## config.mk

```make
export PLATFORM = sky130hd
export DESIGN_NAME = fifo_wr_arbiter
export DESIGN_NICKNAME = d
export VERILOG_FILES = /design/src/rtl/fifo_arb_pkg.sv /design/src/rtl/fifo_wr_arbiter_rr_pick.sv /design/src/rtl/fifo_wr_arbiter.sv
export SDC_FILE = /design/constraint.sdc
export NUM_CORES = 1
export LEC_CHECK = 0
export BUFFER_PORTS_ARGS = -buffer_cell sky130_fd_sc_hd__buf_4
export CAP_MARGIN = 15
export CORE_AREA = 2 2 48 50
export CTS_CLUSTER_DIAMETER = 100
export DETAILED_ROUTE_END_ITERATION = 7
export DIE_AREA = 0 0 50 52
export GPL_ROUTABILITY_DRIVEN = 0
export PLACE_DENSITY = 0.77
export RECOVER_POWER = 50
export SETUP_SLACK_MARGIN = 0.5
export SLEW_MARGIN = 15
export SYNTH_ARGS = -nofsm -noshare
export SYNTH_HDL_FRONTEND = slang
export SYNTH_SLANG_ARGS = --single-unit
```

## constraint.sdc

```tcl
create_clock -name clk -period 1.9 [get_ports clk]
set_input_delay 0.19 -clock clk [delete_from_list [all_inputs] [get_ports clk]]
set_output_delay 0.19 -clock clk [all_outputs]
set_load 0.01 [all_outputs]
```

## src/rtl/fifo_arb_pkg.sv

```systemverilog
// fifo_arb_pkg: shared FSM encoding and default sizing for the FIFO write arbiter
package fifo_arb_pkg;
  typedef enum logic {IDLE = 1'b0, GRANT = 1'b1} state_t;
  localparam int DEF_NUM_REQ    = 4;
  localparam int DEF_ID_WIDTH   = 2;
  localparam int DEF_DATA_WIDTH = 8;
  localparam int DEF_MAX_BURST  = 4;
  localparam int STALL_CNT_W    = 16;
endpackage

```

## src/rtl/fifo_wr_arbiter_rr_pick.sv

```systemverilog
// rr_pick: combinational round-robin search for the first request after index last
module rr_pick #(
  parameter int N  = 4,
  parameter int IW = 2
) (
  input  logic [N-1:0]  req,
  input  logic [IW-1:0] last,
  output logic [IW-1:0] next,
  output logic          any_req
);
  logic [IW-1:0] w_idx;
  // Walk from farthest to nearest offset so the nearest requester after last wins
  always_comb begin
    w_idx = '0;
    next = last;
    for (int k = N; k >= 1; k--) begin
      w_idx = IW'((int'(last) + k) % N);
      if (req[w_idx]) next = w_idx;
    end
  end
  assign any_req = |req;
endmodule

```

## src/rtl/fifo_wr_arbiter.sv

```systemverilog
// fifo_wr_arbiter: round-robin burst arbiter sharing one sync_fifo write port.
// Define FIFO_WR_ARB_STALL_CNT_EN to add the saturating stall_cnt output.
module fifo_wr_arbiter
  import fifo_arb_pkg::*;
#(
  parameter int NUM_REQ    = DEF_NUM_REQ,
  parameter int ID_WIDTH   = DEF_ID_WIDTH,
  parameter int DATA_WIDTH = DEF_DATA_WIDTH,
  parameter int MAX_BURST  = DEF_MAX_BURST,
  parameter int BCNT_WIDTH = 4
) (
  input  logic                         clk,
  input  logic                         rst,
  input  logic [NUM_REQ-1:0]           req_valid,
  input  logic [NUM_REQ*DATA_WIDTH-1:0] req_data,
  output logic [NUM_REQ-1:0]           req_ready,
  output logic                         fifo_wr_en,
  output logic [ID_WIDTH+DATA_WIDTH-1:0] fifo_wr_data,
  input  logic                         fifo_full,
  output logic [ID_WIDTH-1:0]          grant_id,
  output logic                         busy
`ifdef FIFO_WR_ARB_STALL_CNT_EN
  ,
  output logic [STALL_CNT_W-1:0]       stall_cnt
`endif
);
  state_t r_state, w_state_nx;
  logic [ID_WIDTH-1:0] r_grant, r_last, w_next;
  logic [BCNT_WIDTH-1:0] r_bcnt;
  logic w_any, w_gnt, w_valid, w_xfer, w_done;
  rr_pick #(.N(NUM_REQ), .IW(ID_WIDTH)) u_pick (
    .req(req_valid), .last(r_last), .next(w_next), .any_req(w_any)
  );
  assign w_gnt   = r_state == GRANT;
  assign w_valid = req_valid[r_grant];
  assign w_xfer  = w_gnt & w_valid & ~fifo_full;
  assign w_done  = w_gnt & (~w_valid | (w_xfer & (r_bcnt == BCNT_WIDTH'(MAX_BURST - 1))));
  always_comb begin
    w_state_nx   = w_done ? IDLE : ((r_state == IDLE && w_any) ? GRANT : r_state);
    req_ready    = (w_gnt & ~fifo_full) ? NUM_REQ'(1) << r_grant : '0;
    fifo_wr_en   = w_xfer;
    fifo_wr_data = w_gnt ? {r_grant, req_data[int'(r_grant) * DATA_WIDTH +: DATA_WIDTH]} : '0;
  end
  assign grant_id = r_grant;
  assign busy     = w_gnt;
  always_ff @(posedge clk) begin
    if (rst) begin
      r_state <= IDLE;
      r_grant <= '0;
      r_last  <= ID_WIDTH'(NUM_REQ - 1);
      r_bcnt  <= '0;
    end else begin
      r_state <= w_state_nx;
      if (r_state == IDLE && w_any) r_grant <= w_next;
      if (w_done) begin
        r_last <= r_grant;
        r_bcnt <= '0;
      end else if (w_xfer) r_bcnt <= r_bcnt + 1'b1;
    end
  end
`ifdef FIFO_WR_ARB_STALL_CNT_EN
  logic [STALL_CNT_W-1:0] r_stall;
  always_ff @(posedge clk) begin
    if (rst) r_stall <= '0;
    else if (w_gnt & w_valid & fifo_full & ~&r_stall) r_stall <= r_stall + 1'b1;
  end
  assign stall_cnt = r_stall;
`endif
endmodule

```

==> results.toml, run 1 <==
[critical_path]
r2r-start = "grant_id[1]"
cp-end-kind = "output port"
cp_data_arrival_time_ps = 1590
worstSetupStartpoint = "grant_id[0]"
setup.worst_path.class = "reg2out"
worst-endpoint-required_ps = 1710
path_max_fanout = 8
start_kind = "flip-flop"

[timing]
slew_headroom_pct = 67.3
slew_violations = 0
clock.fmax_mhz = 561
rsz0062_at_grt = "yes"
setup_violations = 0
clock-skew-final_ps = 2.40
worstMarginPinSlew_ps = 486
fin_crit_sh_pct = 93.8
fin_crit_ps = 1780
finalSetupTns_ps = 0
hold_viol = 0
worst_slack_ps = 119

[global_routing]
grt_pass1_vias = 930
overflow = 0
antenna_found_initial = 0
grt_util_all_layers_pct = 21.4
met1_usage_pct = 22.4
grt.busiest_layer = "met2"
met2_usage_pct = 41.2
gr-usage-met3_pct = 4.89
grt_max_degree = 16
grt_pass1_wl_mm = 4.23

[clocking]
clk_path_buf_depth = 2
clkTransAtPathRegs_ps = 60
clk_latency_ps = 260
clock-sinks = 9
cts-hold-fix-buffers = 0
cts-root-buf = "clkbuf_4"
numCtsBuffers = 3
htree_levels = 1
tritoncts = "built"

[min_path]
min_from = "rst"
hold_path_class = "in2reg"

[job]
maxCapViolCount = 0

[placement]
place_inst = 161
io_buffers = 56
dp_slack_ps = 175
dpl.hpwl_mm = 1.94

[detailed_routing]
via_per_inst = 5.53
drt-pass1-iter-count = 4
wl_per_cell_um = 17.4
drcViolationCount = 0
postRouteAntennaNets = 0
via_count = 967
wirelength_mm = 3.04
drt_first_iter_violations = 16

[power_and_ir_drop]
pwr-share-comb_pct = 50.6
netSwitchingPower_w = 0.000253
powerDensity_nw_per_um2 = 538
p_seq_share_pct = 30.4
clock_power_share_pct = 19.0
internal_power_w = 0.000535
ir_drop_mv = 0.484
leakage_nw = 0.686
switching_share_pct = 32.1

[layout]
fin_cells = 175
areaGrowthSynthToFinish_pct = 82.7
antenna-diode-count = 0
drive_above_1_share_pct = 66.7
layout.nets = 188
n_fill_cell = 164

[logic_synthesis]
synth_area_per_cell_um2 = 9.90
ys_types = 33
synth_seq_cells = 9
synth-seq-area-share_pct = 22.5
synth_nets = 121
yosys_warnings = 0
synth_cells = 81
synth_area_um2 = 802

[floorplanning]
dieArea_um2 = 2600
core-area_um2 = 2110
floorplan.initialDensity_pct = 38.1
io_pins = 57
num_rows = 17
fp.dieW_um = 50
die_y_um = 52

[run_status]
status = "complete, no violations"
-- power groups by stage --
stage	logic, W	registers [W]	clock network, W
floorplan	0.000177	0.000222	0
global placement	0.000280	0.000245	0
detailed placement	0.000286	0.000247	0
CTS	0.000358	0.000237	0.000151
global route	0.000423	0.000244	0.000159
finish	0.000398	0.000240	0.000149
-- metrics by stage --
stage               util, %  power (W)  hold WS (ps)  area (um2)
finish                 69.6   0.000788           125        1470
global route           69.6   0.000825           132        1470
CTS                    66.7   0.000747           113        1410
detailed placement     58.8   0.000533           391        1240
global placement       58.8   0.000525           392        1240
floorplan                 -   0.000400           259         807
-- cells in the mapped netlist --
master     count  area [um2]
buf_1          1        3.75
a21oi_4        1        16.3
a21oi_1        5        25.0
nand3_1        3        15.0
inv_1          4        15.0
or2_4          1        8.76
buf_6          1        11.3
mux2_2         1        11.3
a21oi_2        1        8.76
o21bai_1       1        7.51
nor2_1         5        18.8
dfxtp_1        9         180
a31oi_1        1        6.26
nand2_1        4        15.0
a2bb2oi_1      1        8.76
nor4_1         2        12.5
o21ai_0        3        15.0
ha_1           1        12.5
xor2_1         3        26.3
and3b_1        2        17.5
and2_1        10        62.6
nor2b_1        1        6.26
nand3b_1       1        7.51
or4b_1         1        10.0
a211o_1        1        8.76
o22a_1         1        8.76
clkbuf_1       1        3.75
buf_2          2        10.0
o311ai_0       1        8.76
mux2i_1        1        10.0
mux4_2         5         113
and3_1         2        12.5
mux4_1         4         105
-- final timing paths --
check	to	slack [ps]	depth (start not counted)
max reg2reg	busy	140	5
min reg2reg	r_last[0]	520	2
min	grant_id[1]	120	2
max	fifo_wr_data[4]	120	4
-- critical path, stage by stage (launching register included) --
cell	delay (ps)
dfxtp_4	430
buf_6	140
mux4_2	500
and2_4	150
buf_6	110
-- cell usage in the layout, fill, tap and decap left out, drive strengths merged --
cell type and n:
nor2 5, nor2b 1, or4b 1, dfxtp 9
and2 10, mux2i 1, and3b 2, inv 4
nand3b 1, nand3 3, buf 64, o22a 1
clkbuf 7, o21bai 1, xor2 3, mux4 9
o21ai 3, mux2 1, a211o 1, or2 1
a2bb2oi 1, a31oi 1, nand2 4, o311ai 1
a21oi 7, ha 1, nor4 2, and3 2
-- sequential cells by signal, indices dropped and copies added, names as in the netlist --
name      count
busy          1
grant_id      2
r_bcnt        4
r_last        2
-- routing by layer --
layer	vias to the layer above	part of all wire, %	wire (um)
met5	-	0	0
met3	6	7.2	219
met1	467	36	1110
met2	53	55	1670
met4	0	1.3	39
li1	441	-	-
-- cells by family (layout without fill, tap and decap cells) --
family / Yosys count / after routing / share of synthesized area [%]
AND/OR/NAND/NOR: 32 / 32 / 23.2
buffers and inverters: 9 / 75 / 5.46
AO/OA/AOI/OAI: 16 / 16 / 14.2
flip-flops: 9 / 9 / 22.5
multiplexers: 11 / 11 / 29.8
adder cells (fa/ha/maj): 1 / 1 / 1.56
XOR/XNOR: 3 / 3 / 3.28
-- repair_timing --
action                                  4_1_cts  5_1_grt
resized for setup                            25       24
hold endpoints to repair                      0        0
buffers inserted                              8        2
endpoints found under the setup margin       20       21
pin swaps                                     7        9
-- area by class of cell --
class / instances / area, um2 / area share, %
multi-input combinational: 63 / 648 / 44.2
timing repair buffer: 67 / 553 / 37.7
clock buffer: 4 / 26.3 / 1.79
sequential: 9 / 188 / 12.8
tap: 28 / 35.0 / 2.39
inverter: 4 / 15.0 / 1.02
No activity file was read; power rests on OpenSTA's default activity.
==> run 2: changes to the inputs <==
Settings changed: RECOVER_POWER 50 to not set.
==> run 2 against run 1 <==
Compared with the run above:
- die area is the same
- global-route usage did not move
- power is 1.2% higher
- sequential power hardly changed
- critical path depth did not move
- flip-flop and latch count did not move
- hold slack lost 8.1 ps
- final cell count did not move
- largest power group unchanged
- non-clock buffer count is the same
==> results.toml, run 2 (synthesis results as in run 1) <==
[timing]
hold_viol = 0
finalSetupTns_ps = 0
setup_violations = 0
fin_crit_sh_pct = 93.6
rsz0062_at_grt = "yes"
slew_violations = 0
fin_crit_ps = 1780
worst_slack_ps = 121
slew_headroom_pct = 67.0
worstMarginPinSlew_ps = 490
clock.fmax_mhz = 562
clock-skew-final_ps = 0.908

[floorplanning]
core-area_um2 = 2110
fp.dieW_um = 50
floorplan.initialDensity_pct = 38.1
die_y_um = 52
dieArea_um2 = 2600
num_rows = 17
io_pins = 57

[clocking]
clkTransAtPathRegs_ps = 60
htree_levels = 1
clk_latency_ps = 260
clk_path_buf_depth = 2
clock-sinks = 9
tritoncts = "built"
cts-root-buf = "clkbuf_4"
numCtsBuffers = 3

[power_and_ir_drop]
leakage_nw = 0.699
ir_drop_mv = 0.482
powerDensity_nw_per_um2 = 535

[layout]
layout.nets = 188
top_register = "r_bcnt"
final_common_cell = "buf_4"
fin_cells = 175
areaGrowthSynthToFinish_pct = 85.8
drive_above_1_share_pct = 70.1
largest_reg_flops = 4
antenna-diode-count = 0
final_cell_mix = "buf_4, buf_6, mux4_2, and2_4, dfxtp_1"

[global_routing]
met2_usage_pct = 41.2
gr-usage-met3_pct = 4.89
grt_pass1_wl_mm = 4.23
grt_max_degree = 16
met1_usage_pct = 22.4
overflow = 0
grt_util_all_layers_pct = 21.4
grt.busiest_layer = "met2"
grt_pass1_vias = 930
antenna_found_initial = 0

[placement]
place_inst = 161
io_buffers = 56
dpl.hpwl_mm = 1.94
dp_slack_ps = 175

[critical_path]
worst-endpoint-required_ps = 1710
cp_top_family = "multiplexers"
cp_data_arrival_time_ps = 1590
start_kind = "flip-flop"
path_max_fanout = 8
crit_chain = "buf_6 > mux4_2 > and2_4 > buf_6"
cp-end-kind = "output port"
path_common_cell = "buf_6"
setup.worst_path.class = "reg2out"
critPathSlowestCell = "mux4_2"
cp_num_buf_inv = 2
max_stage_delay_ps = 500

[detailed_routing]
drcViolationCount = 0
wl_per_cell_um = 17.4
wirelength_mm = 3.04
postRouteAntennaNets = 0
via_count = 963
via_per_inst = 5.50
drt-pass1-iter-count = 4
drt_first_iter_violations = 13

[min_path]
hold_path_class = "in2reg"

[run_status]
status = "complete, no violations"

[job]
maxCapViolCount = 0
## run 2: what timing repair did
action                                  CTS  global route
endpoints found under the setup margin   20            21
gates resized for setup                  25            24
pin swaps                                 7             9
setup buffers                             8             2
hold buffers                              0             0
## run 2: through the flow
step,hold WS [ps],area (um2),utilization [%],power [W]
final,117,1490,70.8,0.000797
after global routing,123,1490,70.8,0.000835
after CTS,113,1410,66.7,0.000747
after detailed placement,391,1240,58.8,0.000533
after global placement,392,1240,58.8,0.000525
after floorplan,259,807,-,0.000400
## run 2: power by group
part	internal, W	leakage, nW	switching, W
logic	0.000257	0.608	0.000150
clock network	0.0000810	0.0150	0.0000681
registers	0.000205	0.0755	0.0000360
## run 2: metal layers
metal | wire length (um) | up-vias
li1 | - | 439
met1 | 1110 | 459
met2 | 1670 | 59
met3 | 205 | 6
met4 | 55 | 0
met5 | 0 | -
## run 2: layout make-up
type                    instances  area, um2
multi-input cells              63        656
fillers                       157        616
inverters                       4       15.0
clock buffers                   4       26.3
well taps                      28       35.0
flip-flops and latches          9        191
repair buffers                 67        567
## run 2: path summary, 6_finish.rpt
kind	from	slack, ps	endpoint	depth (start not counted)
min	rst	120	grant_id[1]	2
max	grant_id[0]	120	fifo_wr_data[4]	4
max reg2reg	grant_id[0]	240	busy	5
min reg2reg	r_last[0]	520	r_last[0]	2
==> run 3: changes to the inputs <==
--- a/constraint.sdc
+++ b/constraint.sdc
@@ -3,2 +3,2 @@
 set_output_delay 0.19 -clock clk [all_outputs]
-set_load 0.01 [all_outputs]
+set_load 0.02 [all_outputs]
==> run 3 against run 2 <==
Compared with the run above:
- clock skew grew 12 ps
- count of clock-buffer cells in the layout is the same
- sequential power shrank 5%
- clock power grew 11%
- die area is the same
- maximum frequency shrank 0.42%
- largest power group unchanged
==> results.toml, run 3 (synthesis results as in run 1) <==
[timing]
worst_slack_ps = 113
finalSetupTns_ps = 0
setup_violations = 0
worstMarginPinSlew_ps = 548
slew_headroom_pct = 63.1
fin_crit_ps = 1790
fin_crit_sh_pct = 94.0
clock.fmax_mhz = 560
rsz0062_at_grt = "yes"
hold_ws_ps = 92.6
clock-skew-final_ps = 13.0
slew_violations = 0
hold_viol = 0

[layout]
antenna-diode-count = 0
n_fill_cell = 156
top_register = "r_bcnt"
layout.nets = 189
areaGrowthSynthToFinish_pct = 87.8
largest_reg_flops = 4
final_cell_mix = "buf_4, buf_6, and2_4"
final_core_util_pct = 71.5
final_common_cell = "buf_4"
drive_above_1_share_pct = 73.0

[clocking]
tritoncts = "built"
clock-sinks = 9
clkTransAtPathRegs_ps = 70
cts-hold-fix-buffers = 0
cts-root-buf = "clkbuf_4"
numCtsBuffers = 3
clk_path_buf_depth = 2
clk_latency_ps = 290
htree_levels = 1

[power_and_ir_drop]
leakage_nw = 0.703
p_total_w = 0.000839
ir_drop_mv = 0.368
powerDensity_nw_per_um2 = 557

[detailed_routing]
postRouteAntennaNets = 0
via_count = 950
drt-pass1-iter-count = 4
wl_per_cell_um = 15.5
drcViolationCount = 0
drt_first_iter_violations = 21
wirelength_mm = 2.73
via_per_inst = 5.40

[critical_path]
cp-end-kind = "output port"
reg2reg_to = "busy"
start_kind = "flip-flop"
setup.worst_path.class = "reg2out"
r2r-start = "grant_id[0]"
worst-endpoint-required_ps = 1710
worstSetupStartpoint = "grant_id[0]"
path_max_fanout = 8
endpoint = "fifo_wr_data[5]"
reg2reg_depth = 5
cp_data_arrival_time_ps = 1600
ff2ff_setup_slack_ps = 220

[global_routing]
grt_pass1_vias = 891
grt_max_degree = 12
grt_util_all_layers_pct = 21.4
antenna_found_initial = 0
grt_pass1_wl_mm = 4.22
overflow = 0

[placement]
io_buffers = 56
dp_slack_ps = 278
dpl.hpwl_mm = 1.87

[run_status]
status = "complete, no violations"

[floorplanning]
floorplan.initialDensity_pct = 38.1
core-area_um2 = 2110
dieArea_um2 = 2600
num_rows = 17
die_y_um = 52
fp.dieW_um = 50
io_pins = 57

[min_path]
hold_path_class = "in2reg"

[job]
maxCapViolCount = 0
[run 3: cell count changes in the layout (fill, tap and decap cells not counted), moves of 2 or more]
cell and delta:
nor2_2 -2, nor2_4 +2, buf_4 +3, and2_1 -3, buf_6 -4, and2_4 +3, xor2_2 +2, xor2_1 -2
[run 3: through the flow]
| stage | std cells | instance area, um2 |
|---|---|---|
| 4_1_cts | 172 | 1390 |
| 2_1_floorplan | 81 | 842 |
| 3_3_place_gp | 162 | 1270 |
| 3_5_place_dp | 162 | 1270 |
| 6_report | 176 | 1510 |
| 5_1_grt | 176 | 1510 |
[run 3: worst min path at each step]
stage	to	startpoint	cells past startpoint	slack, ps
floorplan	grant_id[1]	rst	1	260
global placement	grant_id[1]	rst	2	390
detailed placement	grant_id[1]	rst	2	390
CTS	grant_id[1]	rst	2	90
global route	grant_id[1]	rst	2	100
finish	grant_id[1]	rst	2	90
[run 3: where the power goes]
part           switching, W  leakage, nW  internal [W]
registers         0.0000235       0.0755      0.000204
clock network     0.0000832       0.0150     0.0000816
logic              0.000181        0.612      0.000265
total              0.000288        0.703      0.000551
[run 3: repair_timing]
action,4_1_cts,5_1_grt
setup endpoints to repair,20,21
setup buffers,6,4
pin swaps,6,8
resized for setup,11,28
[run 3: worst max-delay path, stage by stage (launching register included)]
cell and delay (ps):
dfxtp_4 420, buf_12 130, mux4_2 480, and2_4 150
buf_6 120
[run 3: area by class of cell]
type | instances | area, um2 | share of cell area [%]
multi-input cells | 63 | 669 | 44.4
repair buffers | 68 | 569 | 37.8
flip-flops and latches | 9 | 191 | 12.7
well taps | 28 | 35.0 | 2.33
clock buffers | 4 | 26.3 | 1.74
inverters | 4 | 15.0 | 0.997
[run 3: routing by layer]
layer,GRT usage [%],up-vias,wire (um)
li1,-,441,-
met2,38.6,48,1380
met5,0,-,0
met4,11.1,0,72
met3,4.02,7,192
met1,23.8,454,1090
